--- src/rtl/pipelined_adder.sv ---
// Purpose : pipelined ripple-carry adder, sum = (a + b + cin) mod 2^WIDTH, carry split into CHUNK-bit stages.
// Latency : NSTAGES = WIDTH/CHUNK cycles from accept to out_valid; one result per clock sustained.
// Backpressure: global stall; when out_valid && !out_ready every stage holds and in_ready drops.
//
// Ports:
//   clk, rst_n            clock (rising edge), asynchronous active-low reset
//   in_valid/in_ready     operand handshake for a, b, cin (and sub when enabled)
//   out_valid/out_ready   result handshake for sum, cout
//   a, b [WIDTH-1:0]      operands; cin carry-in
//   sum [WIDTH-1:0]       modular sum; cout carry out of bit WIDTH-1
//
// Optional feature macro: ADDER_SUB_EN
//   Adds input 'sub'. With sub=1 the block computes a + ~b + 1 (cin ignored);
//   cout=1 then means no borrow (a >= b unsigned).
//
// WIDTH must be a multiple of CHUNK, and WIDTH/CHUNK must be in 1..16.

module pipelined_adder #(
  parameter int WIDTH = 8,
  parameter int CHUNK = 4
) (
  input  logic             clk,
  input  logic             rst_n,
  input  logic             in_valid,
  output logic             in_ready,
  input  logic [WIDTH-1:0] a,
  input  logic [WIDTH-1:0] b,
  input  logic             cin,
`ifdef ADDER_SUB_EN
  input  logic             sub,
`endif
  output logic             out_valid,
  input  logic             out_ready,
  output logic [WIDTH-1:0] sum,
  output logic             cout
);

  localparam int NSTAGES = WIDTH / CHUNK;

  // Per-stage pipeline registers. a_q/b_q carry the full operands so later
  // stages can pick up their still-unprocessed upper chunks; s_q carries the
  // sum bits completed so far; c_q is the carry into the next chunk.
  logic             v_q [NSTAGES];
  logic [WIDTH-1:0] a_q [NSTAGES];
  logic [WIDTH-1:0] b_q [NSTAGES];
  logic [WIDTH-1:0] s_q [NSTAGES];
  logic             c_q [NSTAGES];

  logic             v_d [NSTAGES];
  logic [WIDTH-1:0] a_d [NSTAGES];
  logic [WIDTH-1:0] b_d [NSTAGES];
  logic [WIDTH-1:0] s_d [NSTAGES];
  logic             c_d [NSTAGES];

  logic             en;
  logic [WIDTH-1:0] b_eff;
  logic             cin_eff;

  // Subtraction is folded in before stage 0: invert b and force the carry-in,
  // so the rest of the pipeline is a plain adder and needs no mode bit.
`ifdef ADDER_SUB_EN
  assign b_eff   = sub ? ~b : b;
  assign cin_eff = sub ? 1'b1 : cin;
`else
  assign b_eff   = b;
  assign cin_eff = cin;
`endif

  // Single global enable: the whole pipe advances unless the output is
  // holding a result the consumer has not taken. Empty stages shift too.
  assign en       = !(out_valid && !out_ready);
  assign in_ready = en;

  // Next-state for every stage. The cur_* variables walk along the pipe:
  // they start at the ports (input of stage 0) and are then switched to the
  // registers of stage k, which feed stage k+1.
  always_comb begin
    logic [WIDTH-1:0] cur_a;
    logic [WIDTH-1:0] cur_b;
    logic [WIDTH-1:0] cur_s;
    logic             cur_c;
    logic             cur_v;
    logic [CHUNK:0]   part;

    cur_a = a;
    cur_b = b_eff;
    cur_s = '0;
    cur_c = cin_eff;
    cur_v = in_valid;
    part  = '0;

    for (int k = 0; k < NSTAGES; k++) begin
      part = {1'b0, cur_a[k*CHUNK +: CHUNK]}
           + {1'b0, cur_b[k*CHUNK +: CHUNK]}
           + {{CHUNK{1'b0}}, cur_c};

      v_d[k]                   = cur_v;
      a_d[k]                   = cur_a;
      b_d[k]                   = cur_b;
      s_d[k]                   = cur_s;
      s_d[k][k*CHUNK +: CHUNK] = part[CHUNK-1:0];
      c_d[k]                   = part[CHUNK];

      cur_a = a_q[k];
      cur_b = b_q[k];
      cur_s = s_q[k];
      cur_c = c_q[k];
      cur_v = v_q[k];
    end
  end

  // Datapath is reset as well so sum/cout read 0 while in reset.
  always_ff @(posedge clk or negedge rst_n) begin
    if (!rst_n) begin
      for (int k = 0; k < NSTAGES; k++) begin
        v_q[k] <= 1'b0;
        a_q[k] <= '0;
        b_q[k] <= '0;
        s_q[k] <= '0;
        c_q[k] <= 1'b0;
      end
    end else if (en) begin
      for (int k = 0; k < NSTAGES; k++) begin
        v_q[k] <= v_d[k];
        a_q[k] <= a_d[k];
        b_q[k] <= b_d[k];
        s_q[k] <= s_d[k];
        c_q[k] <= c_d[k];
      end
    end
  end

  assign out_valid = v_q[NSTAGES-1];
  assign sum       = s_q[NSTAGES-1];
  assign cout      = c_q[NSTAGES-1];

endmodule

--- config.mk ---
export PLATFORM = sky130hd
export DESIGN_NAME = pipelined_adder
export DESIGN_NICKNAME = d
export VERILOG_FILES = /design/src/rtl/pipelined_adder.sv
export SDC_FILE = /design/constraint.sdc
export NUM_CORES = 1
export LEC_CHECK = 0
export CAP_MARGIN = 15
export CORE_ASPECT_RATIO = 1.25
export CORE_UTILIZATION = 25
export CTS_CLUSTER_SIZE = 28
export DETAILED_ROUTE_END_ITERATION = 8
export PLACE_DENSITY = 0.44
export SYNTH_ARGS = -nofsm -noshare
export SYNTH_HDL_FRONTEND = slang
export SYNTH_SLANG_ARGS = --single-unit
--- constraint.sdc ---
create_clock -name clk -period 3.2 [get_ports clk]
set_clock_uncertainty 0.2 [all_clocks]
set_input_delay 0.64 -clock clk [delete_from_list [all_inputs] [get_ports clk]]
set_output_delay 0.64 -clock clk [all_outputs]
set_load 0.05 [all_outputs]
==> results of run 1 <==
==> tightest hold or removal path: stages (launching register included) <==
cell and delay, ps:
dfrtp_1 340, nand2_1 50, nand2_1 50
==> through the flow <==
| stage | total power [mW] | std cells | cell area (µm²) | util, % |
|---|---|---|---|---|
| finish | 1.020 | 212 | 1599 | 35.59 |
| global route | 1.090 | 212 | 1599 | 35.59 |
| CTS | 1.038 | 212 | 1599 | 35.59 |
| detailed placement | 0.8604 | 209 | 1558 | 34.67 |
| global placement | 0.8549 | 209 | 1558 | 34.67 |
| floorplan | 0.7112 | 121 | 1196 | - |
==> cell usage after synthesis <==
cell type and n:
a21oi_2 5, buf_4 1, nor2b_4 1, o21ai_2 2, buf_6 3, o21ai_0 4
ha_1 6, o21ai_1 2, nand2b_1 1, inv_4 1, inv_1 7, nor2_1 7
dfrtp_1 24, nand2_1 44, xor2_1 3, nor2b_1 2, a21oi_1 2, fa_1 4
a21o_1 2
==> registers in the layout, indices dropped and copies added, names as in the netlist <==
name,cells
a_d,4
b_d,4
c_q,1
cout,1
out_valid,1
s_d,4
sum,8
v_d,1
==> layout make-up <==
type	count	area (µm²)	area share, %
timing repair buffer	34	330.3	20.66
multi-input combinational	85	521.8	32.63
tap	58	72.57	4.538
clock buffer	3	41.29	2.582
inverter	8	32.53	2.034
sequential	24	600.6	37.56
==> report_power, final <==
part	leakage (nW)	internal, mW	switching (mW)
registers	0.284	0.373	0.0369
clock network	0.0216	0.0841	0.0907
logic	0.457	0.165	0.271
total	0.762	0.622	0.399
==> routing by layer <==
layer / share of wire, % / wire (µm) / global-route usage [%] / up-vias
met5: 0 / 0 / 0 / -
met1: 43 / 974 / 11.03 / 400
li1: - / - / - / 444
met4: 2.6 / 58 / 6.136 / 0
met2: 51 / 1161 / 18.40 / 22
met3: 2.8 / 64 / 0.8621 / 4
==> cell families after synthesis <==
group / count (synthesis) / synth area share (%)
AND/OR/NAND/NOR: 55 / 18.72
XOR/XNOR: 3 / 2.197
buffers and inverters: 12 / 6.172
flip-flops: 24 / 50.21
adder cells (fa/ha/maj): 10 / 12.97
AO/OA/AOI/OAI: 17 / 9.728
==> how the worst max path moves through the flow <==
| stage | startpoint | to | slack [ps] |
|---|---|---|---|
| after floorplan | out_valid$_DFFE_PN0N_ | in_ready | 1240 |
| after global placement | a[0] | s_d[1]$_DFFE_PN0N_ | 800 |
| after detailed placement | a[0] | s_d[1]$_DFFE_PN0N_ | 770 |
| after CTS | out_ready | in_ready | 880 |
| after global routing | out_ready | in_ready | 850 |
| final | out_ready | in_ready | 890 |
==> results.py, run 1 <==
metrics = {
    "global_routing": {
        "grt_usage_pct": 10.03,
        "antenna_found_initial": 0,
        "grt_pass1_vias": 899,
        "grt_pass1_wl_mm": 3.905,
        "grt_max_degree": 28,
        "grt-ovfl-total": 0,
    },
    "route": {
        "drtIter0Drc": 19,
        "viasPerCell": 4.104,
        "postRouteAntennaNets": 0,
        "dr.pass1.iters": 4,
        "vias": 870,
        "wl_mm": 2.258,
        "drcViolationCount": 0,
        "routedWlPerCell_um": 10.65,
    },
    "place": {
        "hpwl_mm": 1.677,
        "portBuffers": 31,
        "dp_slack_ps": 772.7,
        "gp_congestion": 0.6946,
    },
    "sta": {
        "rsz0062_at_grt": "no",
        "hold_viol": 0,
        "drv_slew": 0,
        "setup_viol": 0,
        "layout_setup_ws_ps": 893.6,
        "max_freq_mhz": 433.6,
        "worst_slew_pin_slew_ps": 495.6,
        "min_period_ps": 2306,
        "max_slew_margin_pct": 66.86,
        "fin_crit_sh_pct": 72.08,
        "whs_ps": 260.6,
        "fin_tns_setup_ps": 0,
    },
    "clock_network": {
        "cts_tree": "built",
        "root_buffer": "clkbuf_8",
        "cts_buffers": 3,
        "clkTransAtPathRegs_ps": 80,
        "hold_buffers": 0,
        "cts.sinks": 24,
        "clk_latency_ps": 260,
        "cts_resized": 0,
        "h-tree-depth": 1,
        "postCtsSetupBuffers": 0,
        "clk_path_buf_depth": 2,
    },
    "die": {
        "die-area_um2": 5067,
        "die_w_um": 63.87,
        "io_pins": 32,
        "initial_core_util_pct": 26.62,
        "die-height_um": 79.34,
        "fp.coreArea_um2": 4493,
        "rows": 27,
    },
    "cells_and_area": {
        "syn_to_final_growth_pct": 33.68,
        "drive_gt1_share_pct": 10.39,
        "fin_nets": 187,
        "final_cell_mix": "44 x nand2_1, 30 x clkdlybuf4s50_1, 24 x dfrtp_1",
        "num_antenna_cells": 0,
        "final_common_cell": "nand2_1",
        "fillers": 471,
    },
    "critical_path": {
        "cp_cell_sequence": "clkdlybuf4s50_1 -> nor2b_4 -> inv_4 -> buf_4",
        "worstReg2RegStart": "c_q[1]$_DFFE_PN0N_",
        "crit_fanout": 2,
        "slowest_stage": "clkdlybuf4s50_1",
        "worstSetupStartpointType": "input pin",
        "worstPathRequired_ps": 2360,
        "r2r-end": "cout$_DFFE_PN0N_",
        "crit_family": "buffers and inverters",
        "r2r_setup_slack_ps": 1420,
        "crit_type": "input pin to output pin",
        "arrival_ps": 1470,
        "path_depth": 4,
        "reg2reg_depth": 6,
        "critPathMaxStageDelay_ps": 440,
        "cp_num_buf_inv": 3,
        "end_kind": "output pin",
    },
    "synth": {
        "synth_area_leader_cell": "dfrtp_1",
        "synth-seq-cells": 24,
        "yosysUniqueCellTypes": 19,
        "syn-cell-area_um2": 1196,
        "post_synth_main_area_contributors": "dfrtp_1 50%, nand2_1 14%, fa_1 6.7%, ha_1 6.3%, a21oi_2 3.7%",
        "synth_top_area_share_pct": 50.21,
        "syn_inst": 121,
        "ys_seq_area_share_pct": 50.21,
        "ys.warnings.count": 0,
        "avgSynthCellArea_um2": 9.886,
        "synth_nets": 152,
    },
    "power": {
        "vdd_drop_max_uv": 138.6,
        "p_per_area_nw_per_um2": 638.1,
        "p_leak_nw": 0.7625,
    },
    "outcome": {
        "status": "completed",
    },
    "worst_hold_path": {
        "worstHoldEndpoint": "v_d[0]$_DFFE_PN0N_",
        "min_from": "v_d[0]$_DFFE_PN0N_",
        "min_path_type": "flip-flop to flip-flop",
        "min_path_cells": 2,
    },
    "job": {
        "max_cap_viol_count": 0,
    },
}
(Power assumes the default switching activity.)
==> inputs of run 2 (changes only) <==
==> constraint.sdc (replaced) <==
create_clock -name clk -period 2.3 [get_ports clk]
set_clock_uncertainty 0.2 [all_clocks]
set_input_delay 0.46 -clock clk [delete_from_list [all_inputs] [get_ports clk]]
set_output_delay 0.46 -clock clk [all_outputs]
set_load 0.05 [all_outputs]
==> results.py, run 2 (synthesis gave the netlist of run 1 again) <==
metrics = {
    "critical_path": {
        "cp_cell_sequence": "clkdlybuf4s50_1",
        "arrival_ps": 1420,
        "path_depth": 1,
        "worstSetupStartpointType": "flip-flop",
        "critPathMaxStageDelay_ps": 800,
        "cp_num_buf_inv": 1,
        "reg2reg_depth": 4,
        "worstReg2RegStart": "c_q[1]$_DFFE_PN0N_",
        "slowest_stage": "clkdlybuf4s50_1",
        "r2r-end": "sum[5]$_DFFE_PN0N_",
        "critPathLaunch": "sum[7]$_DFFE_PN0N_",
        "crit_family": "buffers and inverters",
        "cp-endpoint": "sum[7]",
        "crit_fanout": 2,
        "worstPathRequired_ps": 1640,
        "r2r_setup_slack_ps": 530,
        "crit_type": "flip-flop to output pin",
        "end_kind": "output pin",
    },
    "cells_and_area": {
        "final_cell_mix": "44 x nand2_1, 30 x clkdlybuf4s50_1, 24 x dfrtp_1",
        "fin_nets": 187,
        "num_antenna_cells": 0,
        "largest_reg_flops": 8,
        "final_common_cell": "nand2_1",
        "fin_area_um2": 1613,
        "syn_to_final_growth_pct": 34.83,
        "drive_gt1_share_pct": 10.97,
        "fillers": 490,
    },
    "global_routing": {
        "grt_max_degree": 25,
        "grt_usage_pct": 10.09,
        "grt-ovfl-total": 0,
        "grt_pass1_vias": 915,
        "antenna_found_initial": 0,
        "grt_pass1_wl_mm": 3.981,
    },
    "die": {
        "rows": 27,
        "die_w_um": 63.87,
        "die-height_um": 79.34,
        "fp.coreArea_um2": 4493,
        "initial_core_util_pct": 26.62,
        "io_pins": 32,
        "die-area_um2": 5067,
    },
    "clock_network": {
        "clk_latency_ps": 260,
        "cts.sinks": 24,
        "cts_buffers": 3,
        "hold_buffers": 0,
        "cts_resized": 0,
        "h-tree-depth": 1,
        "clk_path_buf_depth": 2,
        "cts_tree": "built",
        "postCtsSetupBuffers": 0,
        "clkTransAtPathRegs_ps": 90,
        "root_buffer": "clkbuf_8",
    },
    "worst_hold_path": {
        "min_from": "v_d[0]$_DFFE_PN0N_",
        "min_path_cells": 1,
        "min_path_type": "flip-flop to flip-flop",
    },
    "sta": {
        "whs_ps": 262.5,
        "min_period_ps": 2084,
        "setup_viol": 0,
        "max_freq_mhz": 479.8,
        "fin_crit_sh_pct": 90.62,
        "max_slew_margin_pct": 66.82,
        "worst_slew_pin_slew_ps": 496.1,
        "fin_tns_setup_ps": 0,
        "rsz0062_at_grt": "no",
        "drv_slew": 0,
        "hold_viol": 0,
    },
    "power": {
        "vdd_drop_max_uv": 253.7,
        "pwr-share-seq_pct": 39.0,
        "clkPwrFrac_pct": 19.5,
        "p_switching_uw": 562.4,
        "p_comb_share_pct": 41.5,
        "netSwitchingFraction_pct": 38.44,
        "p_int_uw": 900.7,
        "p_leak_nw": 0.7697,
        "p_per_area_nw_per_um2": 907.2,
    },
    "route": {
        "drtIter0Drc": 11,
        "viasPerCell": 4.122,
        "dr.pass1.iters": 4,
        "routedWlPerCell_um": 10.58,
        "drcViolationCount": 0,
        "postRouteAntennaNets": 0,
        "vias": 878,
        "wl_mm": 2.253,
    },
    "place": {
        "gp_congestion": 0.7092,
        "placed_cell_area_um2": 1558,
        "portBuffers": 31,
        "hpwl_mm": 1.707,
    },
    "job": {
        "max_cap_viol_count": 0,
    },
    "outcome": {
        "status": "completed",
    },
}
==> run 2: changes by cell type in the layout (fill, tap and decap cells not counted), sizes merged <==
cell	delta
clkbuf	+1
==> run 2: through the flow <==
| step | total power, mW | std cells | utilization, % | setup WS (ps) |
|---|---|---|---|---|
| floorplan | 0.9895 | 121 | - | 516.5 |
| global placement | 1.190 | 209 | 34.67 | 79.73 |
| detailed placement | 1.201 | 209 | 34.67 | 44.50 |
| CTS | 1.495 | 213 | 35.90 | 195.0 |
| global route | 1.559 | 213 | 35.90 | 163.9 |
| finish | 1.463 | 213 | 35.90 | 215.7 |
==> run 2: worst min path at each step <==
stage,to,slack (ps)
final,out_valid$_DFFE_PN0N_,260
after global routing,out_valid$_DFFE_PN0N_,300
after CTS,out_valid$_DFFE_PN0N_,270
after detailed placement,out_valid$_DFFE_PN0N_,250
after floorplan,a_d[4]$_DFFE_PN0N_,-40
after global placement,v_d[0]$_DFFE_PN0N_,240
==> run 2: area by class of cell <==
class | count | area [µm²] | share of cell area [%]
Tap cell | 58 | 72.57 | 4.500
Multi-Input combinational cell | 85 | 521.8 | 32.35
Inverter | 8 | 32.53 | 2.017
Timing Repair Buffer | 34 | 330.3 | 20.48
Clock buffer | 4 | 55.05 | 3.413
Sequential cell | 24 | 600.6 | 37.24
==> run 2: power groups by stage <==
| stage | Clock (mW) | Combinational [mW] | Sequential [mW] |
|---|---|---|---|
| after floorplan | 0 | 0.211 | 0.778 |
| after global placement | 0 | 0.612 | 0.578 |
| after detailed placement | 0 | 0.617 | 0.583 |
| after CTS | 0.302 | 0.618 | 0.574 |
| after global routing | 0.314 | 0.658 | 0.587 |
| final | 0.285 | 0.607 | 0.571 |
==> run 2: per-layer routing <==
metal | track usage (%) | vias to the layer above | wire length [µm]
li1 | - | 443 | -
met1 | 12.04 | 409 | 952
met2 | 17.34 | 22 | 1156
met3 | 1.437 | 4 | 90
met4 | 5.455 | 0 | 53
met5 | 0 | - | 0
